===== src/rtl/wd_reg_cycle_if.sv =====
// WD33C93 register-access bus: CPU/decoder request side and WD strobe side.
interface wd_reg_cycle_if;
  logic WDREGREQ;
  logic AS_;
  logic R_W;
  logic ADDR1;
  logic SCSI_CS_;
  logic IOR_;
  logic IOW_;
  logic WD_A0;
  logic RDLATCH;
  logic DTACK_;
  logic BUSY;

  // Decoder/CPU side: drives the request, observes the WD strobes and DTACK_.
  modport master (
    output WDREGREQ,
    output AS_,
    output R_W,
    output ADDR1,
    input  SCSI_CS_,
    input  IOR_,
    input  IOW_,
    input  WD_A0,
    input  RDLATCH,
    input  DTACK_,
    input  BUSY
  );

  // Sequencer side.
  modport slave (
    input  WDREGREQ,
    input  AS_,
    input  R_W,
    input  ADDR1,
    output SCSI_CS_,
    output IOR_,
    output IOW_,
    output WD_A0,
    output RDLATCH,
    output DTACK_,
    output BUSY
  );
endinterface


===== src/rtl/wd_reg_cycle.sv =====
// WD33C93 register-access sequencer: turns a decoded CPU cycle into a timed
// chip-select / read / write strobe sequence and returns DTACK_ to the CPU.
module wd_reg_cycle #(
  parameter int unsigned SETUP_CYC  = 1,
  parameter int unsigned STROBE_CYC = 3,
  parameter int unsigned HOLD_CYC   = 1
) (
  input logic           SCLK,
  input logic           RST_,
  wd_reg_cycle_if.slave bus
);

  typedef enum logic [2:0] {StIdle, StSetup, StStrobe, StHold, StAck} state_e;

  // Counter reload values: a phase of N cycles counts N-1 down to 0.
  localparam logic [3:0] SetupLd  = 4'(SETUP_CYC - 1);
  localparam logic [3:0] StrobeLd = 4'(STROBE_CYC - 1);
  localparam logic [3:0] HoldLd   = 4'(HOLD_CYC - 1);

  logic       req_meta_q, req_s_q;
  logic       as_meta_q, as_s_q;

  state_e     state_q, state_d;
  logic [3:0] cnt_q, cnt_d;
  logic       rw_q, rw_d;
  logic       abort_q, abort_d;
  logic       a0_q, a0_d;

  logic       cs_n_q, cs_n_d;
  logic       ior_n_q, ior_n_d;
  logic       iow_n_q, iow_n_d;
  logic       rdlatch_q, rdlatch_d;
  logic       dtack_n_q, dtack_n_d;
  logic       busy_q, busy_d;

  // Two-flop synchronisers for the asynchronous request and address strobe.
  always_ff @(posedge SCLK or negedge RST_) begin
    if (!RST_) begin
      req_meta_q <= 1'b0;
      req_s_q    <= 1'b0;
      as_meta_q  <= 1'b1;
      as_s_q     <= 1'b1;
    end else begin
      req_meta_q <= bus.WDREGREQ;
      req_s_q    <= req_meta_q;
      as_meta_q  <= bus.AS_;
      as_s_q     <= as_meta_q;
    end
  end

  // State, counter, latched cycle attributes and registered outputs.
  always_ff @(posedge SCLK or negedge RST_) begin
    if (!RST_) begin
      state_q   <= StIdle;
      cnt_q     <= 4'd0;
      rw_q      <= 1'b0;
      abort_q   <= 1'b0;
      a0_q      <= 1'b0;
      cs_n_q    <= 1'b1;
      ior_n_q   <= 1'b1;
      iow_n_q   <= 1'b1;
      rdlatch_q <= 1'b0;
      dtack_n_q <= 1'b1;
      busy_q    <= 1'b0;
    end else begin
      state_q   <= state_d;
      cnt_q     <= cnt_d;
      rw_q      <= rw_d;
      abort_q   <= abort_d;
      a0_q      <= a0_d;
      cs_n_q    <= cs_n_d;
      ior_n_q   <= ior_n_d;
      iow_n_q   <= iow_n_d;
      rdlatch_q <= rdlatch_d;
      dtack_n_q <= dtack_n_d;
      busy_q    <= busy_d;
    end
  end

  // Next-state logic: phase sequencing, counter reloads and abort tracking.
  always_comb begin
    state_d = state_q;
    cnt_d   = (cnt_q != 4'd0) ? cnt_q - 4'd1 : cnt_q;
    rw_d    = rw_q;
    abort_d = abort_q;
    a0_d    = a0_q;
    unique case (state_q)
      StIdle: begin
        cnt_d = cnt_q;
        if (req_s_q && !as_s_q) begin
          state_d = StSetup;
          cnt_d   = SetupLd;
          rw_d    = bus.R_W;
          a0_d    = bus.ADDR1;
          abort_d = 1'b0;
        end
      end
      StSetup: begin
        // Abort before the strobe starts: drop the access with no WD strobe.
        if (as_s_q) begin
          state_d = StIdle;
        end else if (cnt_q == 4'd0) begin
          state_d = StStrobe;
          cnt_d   = StrobeLd;
        end
      end
      StStrobe: begin
        // Strobe is never truncated; only remember the abort.
        if (as_s_q) abort_d = 1'b1;
        if (cnt_q == 4'd0) begin
          state_d = StHold;
          cnt_d   = HoldLd;
        end
      end
      StHold: begin
        if (as_s_q) abort_d = 1'b1;
        if (cnt_q == 4'd0) begin
          state_d = (abort_q || as_s_q) ? StIdle : StAck;
        end
      end
      StAck: begin
        if (as_s_q) state_d = StIdle;
      end
      default: state_d = StIdle;
    endcase
  end

  // Output logic, decoded from the next state so outputs move with the state.
  always_comb begin
    cs_n_d    = !(state_d inside {StSetup, StStrobe, StHold});
    ior_n_d   = !((state_d == StStrobe) && rw_d);
    iow_n_d   = !((state_d == StStrobe) && !rw_d);
    rdlatch_d = (state_d == StStrobe) && rw_d && (cnt_d == 4'd0);
    dtack_n_d = (state_d != StAck);
    busy_d    = (state_d != StIdle);
  end

  assign bus.SCSI_CS_ = cs_n_q;
  assign bus.IOR_     = ior_n_q;
  assign bus.IOW_     = iow_n_q;
  assign bus.WD_A0    = a0_q;
  assign bus.RDLATCH  = rdlatch_q;
  assign bus.DTACK_   = dtack_n_q;
  assign bus.BUSY     = busy_q;

endmodule


===== src/flat_wrapper.sv =====
// flat-port wrapper written by rule: the top's interface ports become plain ports
module wd_reg_cycle_flat 
#(
  parameter int unsigned SETUP_CYC  = 1,
  parameter int unsigned STROBE_CYC = 3,
  parameter int unsigned HOLD_CYC   = 1
)
  (SCLK, RST_, bus_WDREGREQ, bus_AS_, bus_R_W, bus_ADDR1, bus_SCSI_CS_, bus_IOR_, bus_IOW_, bus_WD_A0, bus_RDLATCH, bus_DTACK_, bus_BUSY);
  wd_reg_cycle_if bus_i ();
  input logic SCLK;
  input logic RST_;
  input wire logic [$bits(bus_i.WDREGREQ)-1:0] bus_WDREGREQ;
  input wire logic [$bits(bus_i.AS_)-1:0] bus_AS_;
  input wire logic [$bits(bus_i.R_W)-1:0] bus_R_W;
  input wire logic [$bits(bus_i.ADDR1)-1:0] bus_ADDR1;
  output wire logic [$bits(bus_i.SCSI_CS_)-1:0] bus_SCSI_CS_;
  output wire logic [$bits(bus_i.IOR_)-1:0] bus_IOR_;
  output wire logic [$bits(bus_i.IOW_)-1:0] bus_IOW_;
  output wire logic [$bits(bus_i.WD_A0)-1:0] bus_WD_A0;
  output wire logic [$bits(bus_i.RDLATCH)-1:0] bus_RDLATCH;
  output wire logic [$bits(bus_i.DTACK_)-1:0] bus_DTACK_;
  output wire logic [$bits(bus_i.BUSY)-1:0] bus_BUSY;
  assign bus_i.WDREGREQ = bus_WDREGREQ;
  assign bus_i.AS_ = bus_AS_;
  assign bus_i.R_W = bus_R_W;
  assign bus_i.ADDR1 = bus_ADDR1;
  assign bus_SCSI_CS_ = bus_i.SCSI_CS_;
  assign bus_IOR_ = bus_i.IOR_;
  assign bus_IOW_ = bus_i.IOW_;
  assign bus_WD_A0 = bus_i.WD_A0;
  assign bus_RDLATCH = bus_i.RDLATCH;
  assign bus_DTACK_ = bus_i.DTACK_;
  assign bus_BUSY = bus_i.BUSY;
  wd_reg_cycle #(.SETUP_CYC(SETUP_CYC), .STROBE_CYC(STROBE_CYC), .HOLD_CYC(HOLD_CYC)) u_core (.SCLK(SCLK), .RST_(RST_), .bus(bus_i));
endmodule

===== config.mk =====
export PLATFORM = sky130hd
export DESIGN_NAME = wd_reg_cycle_flat
export DESIGN_NICKNAME = d
export VERILOG_FILES = /design/src/rtl/wd_reg_cycle_if.sv /design/src/rtl/wd_reg_cycle.sv /design/src/flat_wrapper.sv
export SDC_FILE = /design/constraint.sdc
export NUM_CORES = 1
export LEC_CHECK = 0
export BUFFER_PORTS_ARGS = -buffer_cell sky130_fd_sc_hd__buf_4
export CORE_UTILIZATION = 45
export CTS_CLUSTER_DIAMETER = 40
export DETAILED_ROUTE_END_ITERATION = 7
export GPL_TIMING_DRIVEN = 0
export PLACE_DENSITY = 0.67
export SYNTH_ARGS = -nofsm -noshare
export SYNTH_HDL_FRONTEND = slang
export SYNTH_SLANG_ARGS = --single-unit

===== constraint.sdc =====
create_clock -name SCLK -period 1.8 [get_ports SCLK]
set_input_delay 0.18 -clock SCLK [delete_from_list [all_inputs] [get_ports SCLK]]
set_output_delay 0.18 -clock SCLK [all_outputs]
set_load 0.05 [all_outputs]

==> results of run 1 <==
stage by stage:
| step | area [µm²] | setup WS [ns] |
|---|---|---|
| after floorplan | 1020 | -0.0417 |
| after global placement | 1140 | -0.241 |
| after detailed placement | 1140 | -0.247 |
| after CTS | 1240 | -0.0908 |
| after global routing | 1250 | -0.204 |
| final | 1250 | -0.0972 |
Yosys cell counts, types with 2 or more instances:
cell      number
dfstp_2        6
dfrtp_1       14
or3_1          2
nor3_1         4
a22oi_1        2
inv_1          7
nand4_1        2
buf_2          3
nand2b_1       2
o21ai_0        3
a32o_1         2
nor2b_1        2
nor2_1         9
nor4b_1        2
mux2_4         2
nand2_1        3
ha_1           2
a21oi_1        3
repair_timing:
action / 4_1_cts / 5_1_grt
endpoints found under the setup margin: 2 / 2
pin swaps: 1 / 2
buffers inserted: 5 / 1
endpoints found under the hold margin: 22 / 0
gates resized for setup: 2 / 1
hold buffers: 3 / 0
worst max-delay path, stage by stage, from the launching register on:
cell and delay [ns]:
dfrtp_1 0.40, inv_2 0.08, ha_4 0.13, nor3b_4 0.22, inv_2 0.09, ha_4 0.27, and3b_1 0.18, a31oi_2 0.17
nand4_1 0.14, nor3_2 0.14
power breakdown:
part / switching [mW] / internal [mW]
Combinational: 0.795 / 0.651
Sequential: 0.105 / 0.622
Clock: 0.123 / 0.0778
kinds of logic after synthesis:
group / Yosys count / share of synthesized area [%]
AO/OA/AOI/OAI: 21 / 15.4
adder cells (fa/ha/maj): 2 / 2.53
multiplexers: 3 / 4.05
AND/OR/NAND/NOR: 34 / 21.3
buffers and inverters: 11 / 5.32
flip-flops: 20 / 51.4
path summary, 6_finish.rpt:
kind	startpoint	end	slack, ns	cells after the start
max	u_core.cnt_q[0]	u_core.bus.RDLATCH	-0.1	9
min	bus_R_W	u_core.rw_q	0.12	2
max reg2reg	u_core.cnt_q[0]	u_core.bus.RDLATCH	-0.1	9
min reg2reg	u_core.as_meta_q	u_core.as_s_q	0.36	0
max in group asynchronous	RST_	u_core.as_s_q	1.24	2
min in group asynchronous	RST_	u_core.cnt_q[3]	0.29	2
layer usage:
layer,wire length [µm],vias up,global-route usage (%)
li1,-,382,-
met1,892,402,24.2
met2,1020,25,31.3
met3,110,2,4.05
met4,23,0,12.3
met5,0,-,0
cell type report:
class / instances / area, µm² / share of cell area (%)
well taps: 27 / 33.8 / 2.70
multi-input cells: 60 / 470 / 37.6
flip-flops and latches: 20 / 508 / 40.6
inverters: 7 / 26.3 / 2.10
clock buffers: 3 / 22.5 / 1.80
repair buffers: 21 / 165 / 13.2
plain buffers: 4 / 26.3 / 2.10
cells in the final DEF, fill, tap and decap left out, types with 4 or more instances in the layout:
cell type / Yosys / final
buf_4: 0 / 18
inv_1: 7 / 4
dfrtp_1: 14 / 14
dfstp_2: 6 / 6
nor2_1: 9 / 9
==> results.cfg, run 1 <==
[grt]
antenna_found_initial = 0
grt_pass1_wl_mm = 3.46
grt_max_degree = 21
overflow = 0
grt_usage_pct = 19.6
grt_pass1_vias = 751

[yosys]
synth.ff_latch_count = 20
synthCells = 91
syn_area_per_cell_um2 = 10.9
synth_flop_cell = dfrtp_1
ys_types = 39
ys.warnings.count = 0
synth_top_area_cell = dfrtp_1
synth_edf_count = 0
synth_top_cells_by_area = dfrtp_1 (35%), dfstp_2 (16%), nor2_1 (3.4%)
ys_async_sr_fraction_pct = 100
syn_nets = 99
synth_top_area_share_pct = 35.4
syn_area_um2 = 988
ys_seq_area_share_pct = 51.4

[floorplan]
coreArea_mm2 = 0.00202
initial_core_util_pct = 48.9
die_area_mm2 = 0.00239
die_x_um = 48.9
io_pins = 13
die_h_um = 48.9
row_count = 16

[timing]
fin_hold_ws_ns = 0.120
max_freq_ghz = 0.527
timing.slew.headroom_pct = 56.6
tightest_slew_ns = 0.646
final.setup.tns_ns = -0.0972
drv_slew = 0
finalWorstSetupSlack_ns = -0.0972
fin_crit_ns = 1.90
skew_ns = 0.00844
finalCritPeriodShare_pct = 105
finalHoldViolations = 0
rsz0062_at_grt = yes
setup_viol = 1

[layout]
reg_top3 = u_core.cnt_q: 4 flops, u_core.state_q: 3 flops
area_delta_synth_final_pct = 26.7
final_nets = 125
n_antenna_cell = 0
drive_above_1_share_pct = 40.0
final_cells = 142
fill_cells = 157
top_register = u_core.cnt_q
largest_register_ffs = 4
postLayoutCoreUtil_pct = 61.9

[critical_path]
critPathMaxFanout = 3
crit_arrival_ns = 2.12
worst_ep_required_time_ns = 2.02
path_class = flop to flop
critPathCaptureType = flop
start_kind = flop

[detailed_routing]
drtAntennaViolNets = 0
avgViaCountPerCell = 5.71
wl_per_cell_um = 14.4
wirelength_mm = 2.05
drc_errors = 0
dr_total_vias = 811
drt-initial-drc-count = 32
drt-pass1-iter-count = 4

[clock_network]
clockBufferDepth = 2
clk_latency_ns = 0.29
cts.htree.levels = 1
clk_pin_slew_worst_paths_ns = 0.11
tritoncts = done
cts_buffers = 3
clock_sinks = 20
cts_root_buf = clkbuf_4

[pwr]
power.density_mw_per_mm2 = 1900
power_mw = 2.37
peakVddDrop_mv = 0.877
leakagePower_nw = 0.545

[place]
dpl.hpwl_mm = 1.30
dp_cells = 130
portBuffers = 12
gp_congestion = 0.776

[min_path]
hp-class = input port to flop

[outcome]
violations = negative setup slack
status = finished with violations

[flow_run]
drv_cap = 0
No activity file was read; power rests on OpenSTA's default activity.
==> run 2, diff against run 1 <==
--- a/config.mk
+++ b/config.mk
@@ -6,6 +6,7 @@
 export NUM_CORES = 1
 export LEC_CHECK = 0
 export BUFFER_PORTS_ARGS = -buffer_cell sky130_fd_sc_hd__buf_4
+export CORE_ASPECT_RATIO = 0.8
 export CORE_UTILIZATION = 45
 export CTS_CLUSTER_DIAMETER = 40
 export DETAILED_ROUTE_END_ITERATION = 7
==> run 2 against run 1 <==
The flow still finishes with violations (negative setup slack). Worst hold slack worse by 0.019 ns. Non-clock buffer count is 3 higher. Flip-flop and latch count stayed put. Sequential share of layout area is 1.5 points lower. Setup slack worse by 0.078 ns. Critical path type unchanged. Critical endpoint unchanged. Largest cell class unchanged.
==> results.cfg, run 2 (synthesized netlist as in run 1, its figures left out) <==
[floorplan]
die_h_um = 43.9
io_pins = 13
initial_core_util_pct = 49.9
die_area_mm2 = 0.00239
die_x_um = 54.4
coreArea_mm2 = 0.00198
row_count = 14

[timing]
fin_crit_ns = 1.98
skew_ns = 0.00104
finalHoldViolations = 0
tightest_slew_ns = 0.580
fin_hold_ws_ns = 0.101
timing.slew.headroom_pct = 61.0
drv_slew = 0
rsz0062_at_grt = yes
finalWorstSetupSlack_ns = -0.175
finalCritPeriodShare_pct = 110
setup_viol = 3
max_freq_ghz = 0.506

[pwr]
power_switching_mw = 1.07
power_mw = 2.62
p_int_mw = 1.55
swShare_pct = 40.9
share_comb_of_total_power_pct = 58.1
p_seq_share_pct = 27.9
leakagePower_nw = 0.573
clockPowerShare_pct = 14.0
peakVddDrop_mv = 1.19
power.density_mw_per_mm2 = 2020

[layout]
top_register = u_core.cnt_q
final_cells = 143
reg_top3 = u_core.cnt_q: 4 flops, u_core.state_q: 3 flops
final_common_cell = buf_4
area_delta_synth_final_pct = 31.6
postLayoutCoreUtil_pct = 65.7
n_antenna_cell = 0
fill_cells = 150
drive_above_1_share_pct = 42.0
final_nets = 128
largest_register_ffs = 4
layout_common_cells = buf_4 (21), dfrtp_1 (14), nor2_1 (9)

[detailed_routing]
drt-initial-drc-count = 24
drt-pass1-iter-count = 5
drc_errors = 0
wirelength_mm = 2.23
wl_per_cell_um = 15.6
drtAntennaViolNets = 0
avgViaCountPerCell = 5.80
dr_total_vias = 829

[grt]
antenna_found_initial = 0
grt_usage_pct = 21.1
overflow = 0
grt_pass1_wl_mm = 3.54
grt_max_degree = 21
grt_pass1_vias = 730

[critical_path]
path_class = flop to flop
critPathMaxFanout = 3
critPathCaptureType = flop
worst_ep_required_time_ns = 2.02
rr_worst_depth = 9
crit_arrival_ns = 2.19
endpoint = u_core.bus.RDLATCH
reg2reg_from = u_core.cnt_q[1]
start_kind = flop
reg2reg_to = u_core.bus.RDLATCH
worstSetupStartpoint = u_core.cnt_q[1]
r2r_setup_slack_ns = -0.18

[min_path]
hp-class = input port to flop

[flow_run]
drv_cap = 0

[place]
dp_cells = 127
dpl.hpwl_mm = 1.41
gp_congestion = 0.818
portBuffers = 12

[clock_network]
clockBufferDepth = 2
clk_pin_slew_worst_paths_ns = 0.12
cts.htree.levels = 1
clock_sinks = 20
cts_buffers = 3
cts_root_buf = clkbuf_4
tritoncts = done
clk_latency_ns = 0.30

[outcome]
violations = negative setup slack
status = finished with violations
run 2: changes by cell type in the layout (fill, tap and decap cells not counted), sizes merged:
cell,previous run,this run
buf,22,25
bufinv,0,1
run 2: layer usage:
metal / routed length (µm) / GRT usage [%] / vias up
li1: - / - / 388
met1: 1070 / 31.1 / 416
met2: 1030 / 32.0 / 25
met3: 125 / 6.32 / 0
met4: 0 / 1.54 / 0
met5: 0 / 0 / -
run 2: power by group through the flow:
stage	logic [mW]	registers, mW	clock network, mW
after floorplan	0.789	0.938	0
after global placement	1.23	0.740	0
after detailed placement	1.27	0.752	0
after CTS	1.44	0.730	0.372
after global routing	1.66	0.752	0.394
final	1.52	0.731	0.369
run 2: area by class of cell:
cell class                      instances  area [µm²]  area share (%)
Multi-Input combinational cell         60         470            36.2
Clock buffer                            3        22.5            1.73
Tap cell                               24        30.0            2.31
Timing Repair Buffer                   24         188            14.4
Sequential cell                        20         508            39.0
Buffer                                  4        26.3            2.02
Clock inverter                          1        30.0            2.31
Inverter                                7        26.3            2.02
run 2: worst min path at each step:
| stage | start | endpoint | slack (ns) | depth (start not counted) |
|---|---|---|---|---|
| finish | bus_ADDR1 | u_core.bus.WD_A0 | 0.10 | 2 |
| global route | bus_ADDR1 | u_core.bus.WD_A0 | 0.08 | 2 |
| CTS | bus_ADDR1 | u_core.bus.WD_A0 | 0.10 | 2 |
| detailed placement | RST_ | u_core.cnt_q[2] | 0.07 | 1 |
| global placement | RST_ | u_core.cnt_q[3] | 0.07 | 1 |
| floorplan | RST_ | u_core.abort_q | -0.12 | 0 |
run 2: what timing repair did:
item	CTS	global route
pin swaps	4	2
resized for setup	2	1
buffers inserted	7	2
hold endpoints to repair	22	0
hold buffers	3	0
endpoints found under the setup margin	2	2
run 2: critical path: stages (launching register included):
cell	delay (ns)
dfrtp_1	0.42
inv_2	0.07
ha_4	0.13
nor3b_4	0.21
inv_2	0.08
ha_4	0.27
and3b_1	0.19
a31oi_2	0.18
nand4_1	0.15
nor3_2	0.19
run 2: per-stage QoR:
step | TNS, ns | instance area, µm² | setup WS [ns]
after floorplan | -0.0460 | 1020 | -0.0417
after global placement | -0.420 | 1140 | -0.292
final | -0.303 | 1300 | -0.175
after CTS | -0.229 | 1280 | -0.162
after global routing | -0.537 | 1300 | -0.293
after detailed placement | -0.560 | 1140 | -0.393
